**src/rtl/sort_sequencer_pkg.sv**
```systemverilog
`default_nettype none
// +--------------------------------------------------------------------------+
// | Module   : sort_pkg                                                      |
// | Brief    : Shared types and default sizes for the sort sequencer slice.  |
// | Revision : 1.0  initial release                                          |
// +--------------------------------------------------------------------------+
package sort_pkg;

  localparam int SORT_N = 10;
  localparam int SORT_W = 32;

  typedef enum logic [1:0] {
    S_LOAD  = 2'd0,
    S_SORT  = 2'd1,
    S_DRAIN = 2'd2
  } sort_state_e;

endpackage
`default_nettype wire

```
**src/rtl/sort_sequencer_if.sv**
```systemverilog
`default_nettype none
// +--------------------------------------------------------------------------+
// | Module   : sort_sequencer_if                                             |
// | Brief    : Input/output streams and status of the sort sequencer.        |
// | Revision : 1.0  initial release                                          |
// +--------------------------------------------------------------------------+
interface sort_sequencer_if #(
  parameter int W = 32
);
  logic         in_valid;
  logic         in_ready;
  logic [W-1:0] in_data;
  logic         out_valid;
  logic         out_ready;
  logic [W-1:0] out_data;
  logic         out_last;
  logic         busy;

  // Producer/consumer side
  modport master (
    output in_valid, in_data, out_ready,
    input  in_ready, out_valid, out_data, out_last, busy
  );

  // Sorter side
  modport slave (
    input  in_valid, in_data, out_ready,
    output in_ready, out_valid, out_data, out_last, busy
  );
endinterface
`default_nettype wire

```
**src/rtl/sort_sequencer_cmp_swap.sv**
```systemverilog
`default_nettype none
// +--------------------------------------------------------------------------+
// | Module   : sort_cmp_swap                                                 |
// | Brief    : Unsigned compare-exchange; swaps only when a > b (stable).    |
// | Revision : 1.0  initial release                                          |
// +--------------------------------------------------------------------------+
module sort_cmp_swap #(
  parameter int W = 32
) (
  input  wire logic [W-1:0] a,
  input  wire logic [W-1:0] b,
  output logic      [W-1:0] lo,
  output logic      [W-1:0] hi,
  output logic              swap
);
  // Strict greater-than keeps equal words in their original order
  always_comb begin
    swap = (a > b);
    lo   = swap ? b : a;
    hi   = swap ? a : b;
  end
endmodule
`default_nettype wire

```
**src/rtl/sort_sequencer.sv**
```systemverilog
`default_nettype none
// +--------------------------------------------------------------------------+
// | Module   : sort_sequencer                                                |
// | Brief    : Buffers an N-word frame, bubble-sorts it one compare per      |
// |            cycle through a single compare-exchange unit, then streams it |
// |            out in ascending unsigned order.                              |
// |            Optional macro SORT_EARLY_EXIT_EN: leave SORT after the first |
// |            pass that makes no swap.                                      |
// | Revision : 1.0  initial release                                          |
// +--------------------------------------------------------------------------+
module sort_sequencer
  import sort_pkg::*;
#(
  parameter int N = SORT_N,
  parameter int W = SORT_W
) (
  input  wire logic        clk,
  input  wire logic        rst_n,
  sort_sequencer_if.slave  bus
);

  localparam int                c_iw   = (N > 1) ? $clog2(N) : 1;
  localparam logic [c_iw-1:0]   c_last = c_iw'(N - 1);
  localparam logic [c_iw-1:0]   c_n_m2 = c_iw'(N - 2);

  sort_state_e      r_state;
  sort_state_e      w_state_nxt;
  logic [c_iw-1:0]  r_wr;
  logic [c_iw-1:0]  r_j;
  logic [c_iw-1:0]  r_pass;
  logic [c_iw-1:0]  r_rd;
  logic [W-1:0]     r_mem [N];

  logic [c_iw-1:0]  w_j_nxt;
  logic [W-1:0]     w_lo;
  logic [W-1:0]     w_hi;
  logic             w_swap;
  logic             w_accept_in;
  logic             w_accept_out;
  logic             w_pass_end;
  logic             w_sort_done;

`ifdef SORT_EARLY_EXIT_EN
  logic             r_swapped;
`endif

  assign w_j_nxt      = r_j + 1'b1;
  assign w_accept_in  = (r_state == S_LOAD)  && bus.in_valid;
  assign w_accept_out = (r_state == S_DRAIN) && bus.out_ready;
  // Pass p compares pairs 0..N-2-p; the top p words are already final
  assign w_pass_end   = (r_j == (c_n_m2 - r_pass));
`ifdef SORT_EARLY_EXIT_EN
  assign w_sort_done  = w_pass_end && ((r_pass == c_n_m2) || !(r_swapped || w_swap));
`else
  assign w_sort_done  = w_pass_end && (r_pass == c_n_m2);
`endif

  sort_cmp_swap #(.W(W)) u_cmp (
    .a    (r_mem[r_j]),
    .b    (r_mem[w_j_nxt]),
    .lo   (w_lo),
    .hi   (w_hi),
    .swap (w_swap)
  );

  // State register
  always_ff @(posedge clk) begin
    if (!rst_n) r_state <= S_LOAD;
    else        r_state <= w_state_nxt;
  end

  // Next-state: frame full -> sort, sort finished -> drain, last word taken -> load
  always_comb begin
    w_state_nxt = r_state;
    case (r_state)
      S_LOAD:  if (w_accept_in && (r_wr == c_last))  w_state_nxt = S_SORT;
      S_SORT:  if (w_sort_done)                       w_state_nxt = S_DRAIN;
      S_DRAIN: if (w_accept_out && (r_rd == c_last))  w_state_nxt = S_LOAD;
      default:                                        w_state_nxt = S_LOAD;
    endcase
  end

  // Outputs are decoded from state only, so they hold steady under stall
  always_comb begin
    bus.in_ready  = (r_state == S_LOAD);
    bus.out_valid = (r_state == S_DRAIN);
    bus.out_data  = (r_state == S_DRAIN) ? r_mem[r_rd] : '0;
    bus.out_last  = (r_state == S_DRAIN) && (r_rd == c_last);
    bus.busy      = (r_state == S_SORT) || (r_state == S_DRAIN);
  end

  // Index counters; each returns to zero as its phase ends
  always_ff @(posedge clk) begin
    if (!rst_n) begin
      r_wr   <= '0;
      r_j    <= '0;
      r_pass <= '0;
      r_rd   <= '0;
`ifdef SORT_EARLY_EXIT_EN
      r_swapped <= 1'b0;
`endif
    end else begin
      case (r_state)
        S_LOAD: begin
          if (w_accept_in) r_wr <= (r_wr == c_last) ? '0 : r_wr + 1'b1;
        end
        S_SORT: begin
          if (w_pass_end) begin
            r_j    <= '0;
            r_pass <= w_sort_done ? '0 : r_pass + 1'b1;
`ifdef SORT_EARLY_EXIT_EN
            r_swapped <= 1'b0;
`endif
          end else begin
            r_j <= w_j_nxt;
`ifdef SORT_EARLY_EXIT_EN
            r_swapped <= r_swapped | w_swap;
`endif
          end
        end
        S_DRAIN: begin
          if (w_accept_out) r_rd <= (r_rd == c_last) ? '0 : r_rd + 1'b1;
        end
        default: ;
      endcase
    end
  end

  // Frame storage: written on input accept, rewritten on compare-exchange
  always_ff @(posedge clk) begin
    if (w_accept_in) begin
      r_mem[r_wr] <= bus.in_data;
    end else if ((r_state == S_SORT) && w_swap) begin
      r_mem[r_j]     <= w_lo;
      r_mem[w_j_nxt] <= w_hi;
    end
  end

endmodule
`default_nettype wire

```
**src/flat_wrapper.sv**
```systemverilog
// flat-port wrapper written by rule: the top's interface ports become plain ports
module sort_sequencer_flat import sort_pkg::*;
#(
  parameter int N = SORT_N,
  parameter int W = SORT_W
)
  (clk, rst_n, bus_in_valid, bus_in_data, bus_out_ready, bus_in_ready, bus_out_valid, bus_out_data, bus_out_last, bus_busy);
  sort_sequencer_if #(.W(W)) bus_i ();
  input  wire logic clk;
  input  wire logic rst_n;
  input wire logic [$bits(bus_i.in_valid)-1:0] bus_in_valid;
  input wire logic [$bits(bus_i.in_data)-1:0] bus_in_data;
  input wire logic [$bits(bus_i.out_ready)-1:0] bus_out_ready;
  output wire logic [$bits(bus_i.in_ready)-1:0] bus_in_ready;
  output wire logic [$bits(bus_i.out_valid)-1:0] bus_out_valid;
  output wire logic [$bits(bus_i.out_data)-1:0] bus_out_data;
  output wire logic [$bits(bus_i.out_last)-1:0] bus_out_last;
  output wire logic [$bits(bus_i.busy)-1:0] bus_busy;
  assign bus_i.in_valid = bus_in_valid;
  assign bus_i.in_data = bus_in_data;
  assign bus_i.out_ready = bus_out_ready;
  assign bus_in_ready = bus_i.in_ready;
  assign bus_out_valid = bus_i.out_valid;
  assign bus_out_data = bus_i.out_data;
  assign bus_out_last = bus_i.out_last;
  assign bus_busy = bus_i.busy;
  sort_sequencer #(.N(N), .W(W)) u_core (.clk(clk), .rst_n(rst_n), .bus(bus_i));
endmodule
```
**config.mk**
```make
export PLATFORM = sky130hd
export DESIGN_NAME = sort_sequencer_flat
export DESIGN_NICKNAME = d
export VERILOG_FILES = /design/src/rtl/sort_sequencer_pkg.sv /design/src/rtl/sort_sequencer_if.sv /design/src/rtl/sort_sequencer_cmp_swap.sv /design/src/rtl/sort_sequencer.sv /design/src/flat_wrapper.sv
export SDC_FILE = /design/constraint.sdc
export NUM_CORES = 1
export LEC_CHECK = 0
export CAP_MARGIN = 30
export CORE_ASPECT_RATIO = 0.9
export CORE_MARGIN = 2
export CORE_UTILIZATION = 34
export DETAILED_ROUTE_END_ITERATION = 16
export PLACE_DENSITY = 0.51
export SYNTH_ARGS = -nofsm -noshare
export SYNTH_HDL_FRONTEND = slang
export SYNTH_SLANG_ARGS = --single-unit
```
**constraint.sdc**
```tcl
create_clock -name clk -period 8.1 [get_ports clk]
set_input_delay 1.62 -clock clk [delete_from_list [all_inputs] [get_ports clk]]
set_output_delay 1.62 -clock clk [all_outputs]
set_load 0.02 [all_outputs]
```
Word-level counts from Yosys, hierarchy flattened
Memory sizes are Yosys's and may differ from the RTL's. A register that Yosys moved wholly into a read port is not among the register bits.
Cells that the tools add are included.
{"block": "totals", "regBits": 18, "latch_bits": 0, "ramBits": 320, "rom_bits": 0, "in_bits": 36, "out_inout_bits": 36, "elab_cells": 58, "n_memories": 1}
{"name": "u_core.r_mem", "depth": 10, "word_bits": 32, "rd": 3, "rd_clocked_by_memory_dff": 2, "wr": 2, "line_no": "sort_sequencer.sv:32", "source": "logic [W-1:0] r_mem [N];"}
{"block": "classes", "n_addsub": 5, "n_mul": 0, "div": 0, "order_cmp": 1, "eq_ne": 9, "shift": 0, "n_mux": 23, "bitwise_logic": 0, "reduce_logical": 14}
{"op": "32-bit 2-to-1 mux", "n": 4}
{"op": "4-bit 2-to-1 mux", "n": 9}
{"op": "32-bit > comparator", "n": 1}
{"op": "32-bit OR reduction", "n": 1}
{"op": "4-bit by 1-bit adder with 4-bit output (second input constant)", "n": 4}
{"op": "4-bit == test (second input constant)", "n": 3}
{"op": "1-bit logical AND", "n": 7}
{"op": "1-bit 2-to-1 mux", "n": 6}
{"op": "2-bit 2-to-1 mux", "n": 3}
{"op": "2-bit by 1-bit != test with 1-bit output (second input constant)", "n": 3}
{"op": "2-bit case mux with 3 select lines", "n": 1}
{"op": "2-bit AND reduction", "n": 3}
{"op": "4-bit == test", "n": 1}
{"op": "4-bit subtractor (first input constant)", "n": 1}
{"op": "3-bit AND reduction", "n": 1}
{"op": "2-bit by 1-bit == test with 1-bit output (second input constant)", "n": 1}
{"op": "2-bit == test (second input constant)", "n": 1}
{"op": "2-bit logical NOT", "n": 1}
{"op": "1-bit logical OR", "n": 1}

Longest topological paths before layout
An unclocked memory read counts as a cell.
{"block": "logic_depth", "ltp_word": 9, "depth_mapped": 24, "mapped_depth_nobuf": 15}

Modules after synthesis
From an unflattened synthesis, not the netlist that was laid out.
{"block": "hier_totals", "cells_unflattened": 1855, "hier_area_um2": 25886.1}
{"module": "sort_sequencer", "instances": 1, "cells_each": 1669, "area_per_inst_um2": 24031.8, "seq_area_each_um2": 10129.7}
{"module": "sort_cmp_swap", "instances": 1, "cells_each": 186, "area_per_inst_um2": 1854.3, "seq_area_each_um2": 0.0}

Worst setup path after synthesis
Ideal clock, no wire load.
{"block": "synth_path", "path_type": "register to register", "start": "register u_core.r_j[0]", "end": "memory u_core.r_mem[5][0] (enable)", "setup_time_ns": 0.466, "arrival_time_ns": 7.022, "t_required_ns": 7.634, "slack_ns": 0.612, "path_stages_with_launch": 23, "path_buffers": 7, "period_less_slack_ns": 7.488, "cell_sequence": "dfxtp_1 -> buf_2 -> buf_2 -> buf_1 -> buf_1 -> inv_1 -> ha_1 -> buf_2 -> buf_2 -> mux4_2 -> nand2_1 -> a31oi_1 -> inv_1 -> ha_1 -> nand4_1 -> nor4_2 -> nand2_1 -> a31oi_1 -> o21ai_1 -> or2_1 -> buf_6 -> o31a_1 -> o21ai_0"}
{"item": "start, declared", "line_no": "sort_sequencer.sv:29", "source": "logic [c_iw-1:0] r_j;"}
{"item": "start signal, assigned", "line_no": "sort_sequencer.sv:115", "source": "r_j <= w_j_nxt;"}
{"item": "end, declared", "line_no": "sort_sequencer.sv:32"}

==> metrics.csv <==
stage,metric,value,unit
cts,hold_buf cts,0,
yosys,post-synthesis sequential area ratio,42.3,%
cells_and_area,post-route cell area,27800,um2
detailed_routing,WL/cell,29.1,um
cts,cts repair resizes,0,
timing,Final Hold Fails,0,
power_and_ir_drop,peak supply drop,131,uV
setup_path,slowest cell on the critical path,ha_4,
detailed_routing,Post-Route WL,82100,um
global_route,largest net degree at the start of global routing,67,
cells_and_area,Final nets,1929,
yosys,Mean Syn Cell Area,13.7,um2
worst_hold_path,Hold Crit Class,flop to flop,
yosys,top-area cell type share of the netlist area,40.1,%
setup_path,"slowest stage delay, CP",0.81,ns
setup_path,CP Class,flop to flop,
detailed_routing,router iterations before antenna repair,5,
cts,clk_lat worst skew,0.57,ns
die,Die Ht,256,um
placed_design,I/O Buffers,71,
die,die area,72600,um2
cts,clk slew on worst S/H paths,0.06,ns
cts,clock sinks,346,
cells_and_area,ratio of cells with drive above 1 in the final layout,24.3,%
detailed_routing,Post-route DRC,0,
cells_and_area,Multi-input gate area,13000,um2
yosys,count of flip-flops with a built-in enable after synthesis,320,
power_and_ir_drop,Static Leak,10.2,nW
setup_path,FF-to-FF setup slack,1.62,ns
die,die width,284,um
detailed_routing,via-per-instance ratio,5.93,
placed_design,dpl hpwl,49200,um
yosys,most common cell in the netlist,mux2i_1,
setup_path,CP Buf/Inv Count,4,
placed_design,DP Area,26300,um2
timing,Max Clock Skew,0.0145,ns
placed_design,GP Congestion,0.807,
setup_path,crit path cell chain,"inv_1, ha_4, buf_12, mux4_2, nand2_1, a31oi_1, inv_1, ha_1, nand4_1, nor4_2, nand4_1, o21ai_4, or2_1, mux2i_1, o22ai_4, buf_4",
yosys,Synth area leaders,"edfxtp_1, mux2i_1, mux4_2",
yosys,synth cell count leaders,"mux2i_1, edfxtp_1, mux4_2",
timing,Rel. slew slack,33.3,%
timing,Tmin final,6.48,ns
yosys,Mapped Nets,1832,
setup_path,startpoint types,flop,
yosys,mapped cell area,23900,um2
yosys,"FFs w/ async S/R, synth",0,%
cts,TritonCTS clock tree,yes,
detailed_routing,DRT iter0 DRCs,1512,
timing,worst-margin pin slew,1.00,ns
timing,Setup WS post-layout,1.62,ns
cells_and_area,fillers,6552,
detailed_routing,Via Count,16800,
setup_path,Required @ worst endpoint,8.37,ns
setup_path,cell class contributing the biggest share of worst-path delay,simple AND/OR/NAND/NOR gates,
timing,"Period Utilization, post-route",80.0,%
timing,unrepaired setup endpoints after global routing,no,
timing,Max Slew Vio Count,0,
setup_path,crit end category,flop,
die,Initial Util,34.3,%
cts,Root Buffer,clkbuf_16,
yosys,cells after synthesis,1753,
die,core area,69900,um2
detailed_routing,"antenna viol nets, final",0,
cells_and_area,Finished Layout Cells,2824,
timing,Max Clock Freq,154,MHz
placed_design,Inst Count DP,2744,
cells_and_area,area occupied by registers,10200,um2
global_route,GRT Total Usage,22.3,%
yosys,leading area contributor after synthesis,edfxtp_1,
global_route,vias in the first global route,16700,
global_route,first-pass GRT wire length,119000,um
global_route,initial antenna violation count,2,
timing,Final setup viols,0,
run_status,status,"finished, final reports clean",
yosys,Yosys cell types,50,
timing,Setup TNS,0,ns
yosys,register bit total from synthesis,346,
cts,H-tree depth,2,
cells_and_area,Layout area overhead,15.9,%
cts,CTS Buffer Depth,3,
yosys,"Top FF cell, synth",edfxtp_1,
placed_design,DP Worst Slack,1.63,ns
global_route,GR Overflow Total,0,
die,number of I/O pins,72,
yosys,Synth Warn #,0,
setup_path,CP Data Arrival Time,6.75,ns
cells_and_area,final core utilization,39.7,%
power_and_ir_drop,Power Dens Cells,159,nW/um2
setup_path,crit path max fanout,31,
die,FP Rows,92,
cts,CTS buffer count,42,
job,MaxCap Viol Count,0,
cts,Post-CTS Setup Bufs,0,
-- layer usage --
layer / share of wire [%] / wire [um] / vias up / global-route usage [%]
li1: - / - / 7197 / -
met1: 44 / 36400 / 8707 / 31.5
met2: 46 / 37700 / 696 / 35.1
met3: 6.5 / 5330 / 149 / 3.48
met4: 3.2 / 2670 / 2 / 7.50
met5: 0.016 / 13 / - / 0
-- cells in the final DEF, fill, tap and decap left out, types with 6 or more instances in the layout --
master | netlist | routed
clkbuf_16 | 0 | 47
xnor2_1 | 11 | 9
buf_4 | 3 | 123
a21oi_1 | 49 | 49
nor2b_1 | 76 | 76
buf_12 | 0 | 6
o21ai_4 | 0 | 7
ha_1 | 43 | 41
dfxtp_1 | 26 | 17
a211oi_1 | 64 | 64
a21boi_0 | 6 | 6
o21ai_0 | 19 | 13
clkinv_2 | 0 | 9
nand4_4 | 5 | 6
nand4_1 | 8 | 8
edfxtp_1 | 320 | 320
clkdlybuf4s50_1 | 0 | 71
inv_1 | 40 | 40
mux2i_1 | 452 | 452
clkinv_1 | 0 | 6
mux2_2 | 33 | 33
a31oi_1 | 34 | 34
o211a_1 | 32 | 32
nand2_1 | 122 | 122
clkbuf_1 | 56 | 7
nand3_1 | 9 | 9
nor2_1 | 16 | 16
mux4_2 | 192 | 192
-- where the power goes --
part           total [W]  internal [W]  switching, W
logic           0.000417      0.000182      0.000235
registers        0.00201       0.00198     0.0000224
clock network    0.00199       0.00118      0.000801
-- final timing paths --
path / end / cells past startpoint / start
worst min-delay path: flop / 2 / u_core.r_rd[3]
worst max register to register: u_core.r_mem[0][11] / 16 / u_core.r_j[0]
worst min register to register: flop / 2 / u_core.r_rd[3]
worst max-delay path: u_core.r_mem[0][11] / 16 / u_core.r_j[0]
-- kinds of logic (layout without fill, tap and decap cells) --
logic type,after synthesis,in the layout,share of synthesized area (%)
muxes,677,677,38.5
DFF,346,346,42.3
and+or+nand+nor,263,263,6.00
AOI/OAI and AO/OA,219,219,6.31
buffers and inverters,189,319,4.05
adders and majority gates,43,43,2.25
xor gates and xnor gates,16,16,0.585
other,0,1,0
-- sequential cells by signal, summed over array words and instances, names as in the netlist, named ones only --
register and cells:
u_core.r_rd 4, u_core.r_pass 4, u_core.r_wr 4, u_core.r_j 4, u_core.r_mem 320, u_core.r_state 2
-- final cells by class --
cell class	instances	area share, %
inverter	40	0.541
antenna	1	0.00901
tap	940	4.24
timing repair buffer	202	6.52
clock inverter	22	0.762
clock buffer	55	4.38
multi-input combinational	1218	47.0
sequential	346	36.6
-- stage by stage --
| stage | hold slack [ns] | power (W) |
|---|---|---|
| 4_1_cts | 0.517 | 0.00445 |
| 3_3_place_gp | 0.516 | 0.00245 |
| 2_1_floorplan | 0.483 | 0.00229 |
| 6_report | 0.523 | 0.00441 |
| 5_1_grt | 0.561 | 0.00455 |
| 3_5_place_dp | 0.509 | 0.00245 |
-- worst reg2reg max path: cells and delay by family (launching register included) --
family | cells | cell delay (ns)
buffers and inverters | 4 | 1.03
adders and majority gates | 2 | 1.14
DFF | 1 | 0.62
muxes | 2 | 1.01
and+or+nand+nor | 5 | 1.71
AOI/OAI and AO/OA | 3 | 0.64
Note: power is estimated with default switching activity, not from simulation.
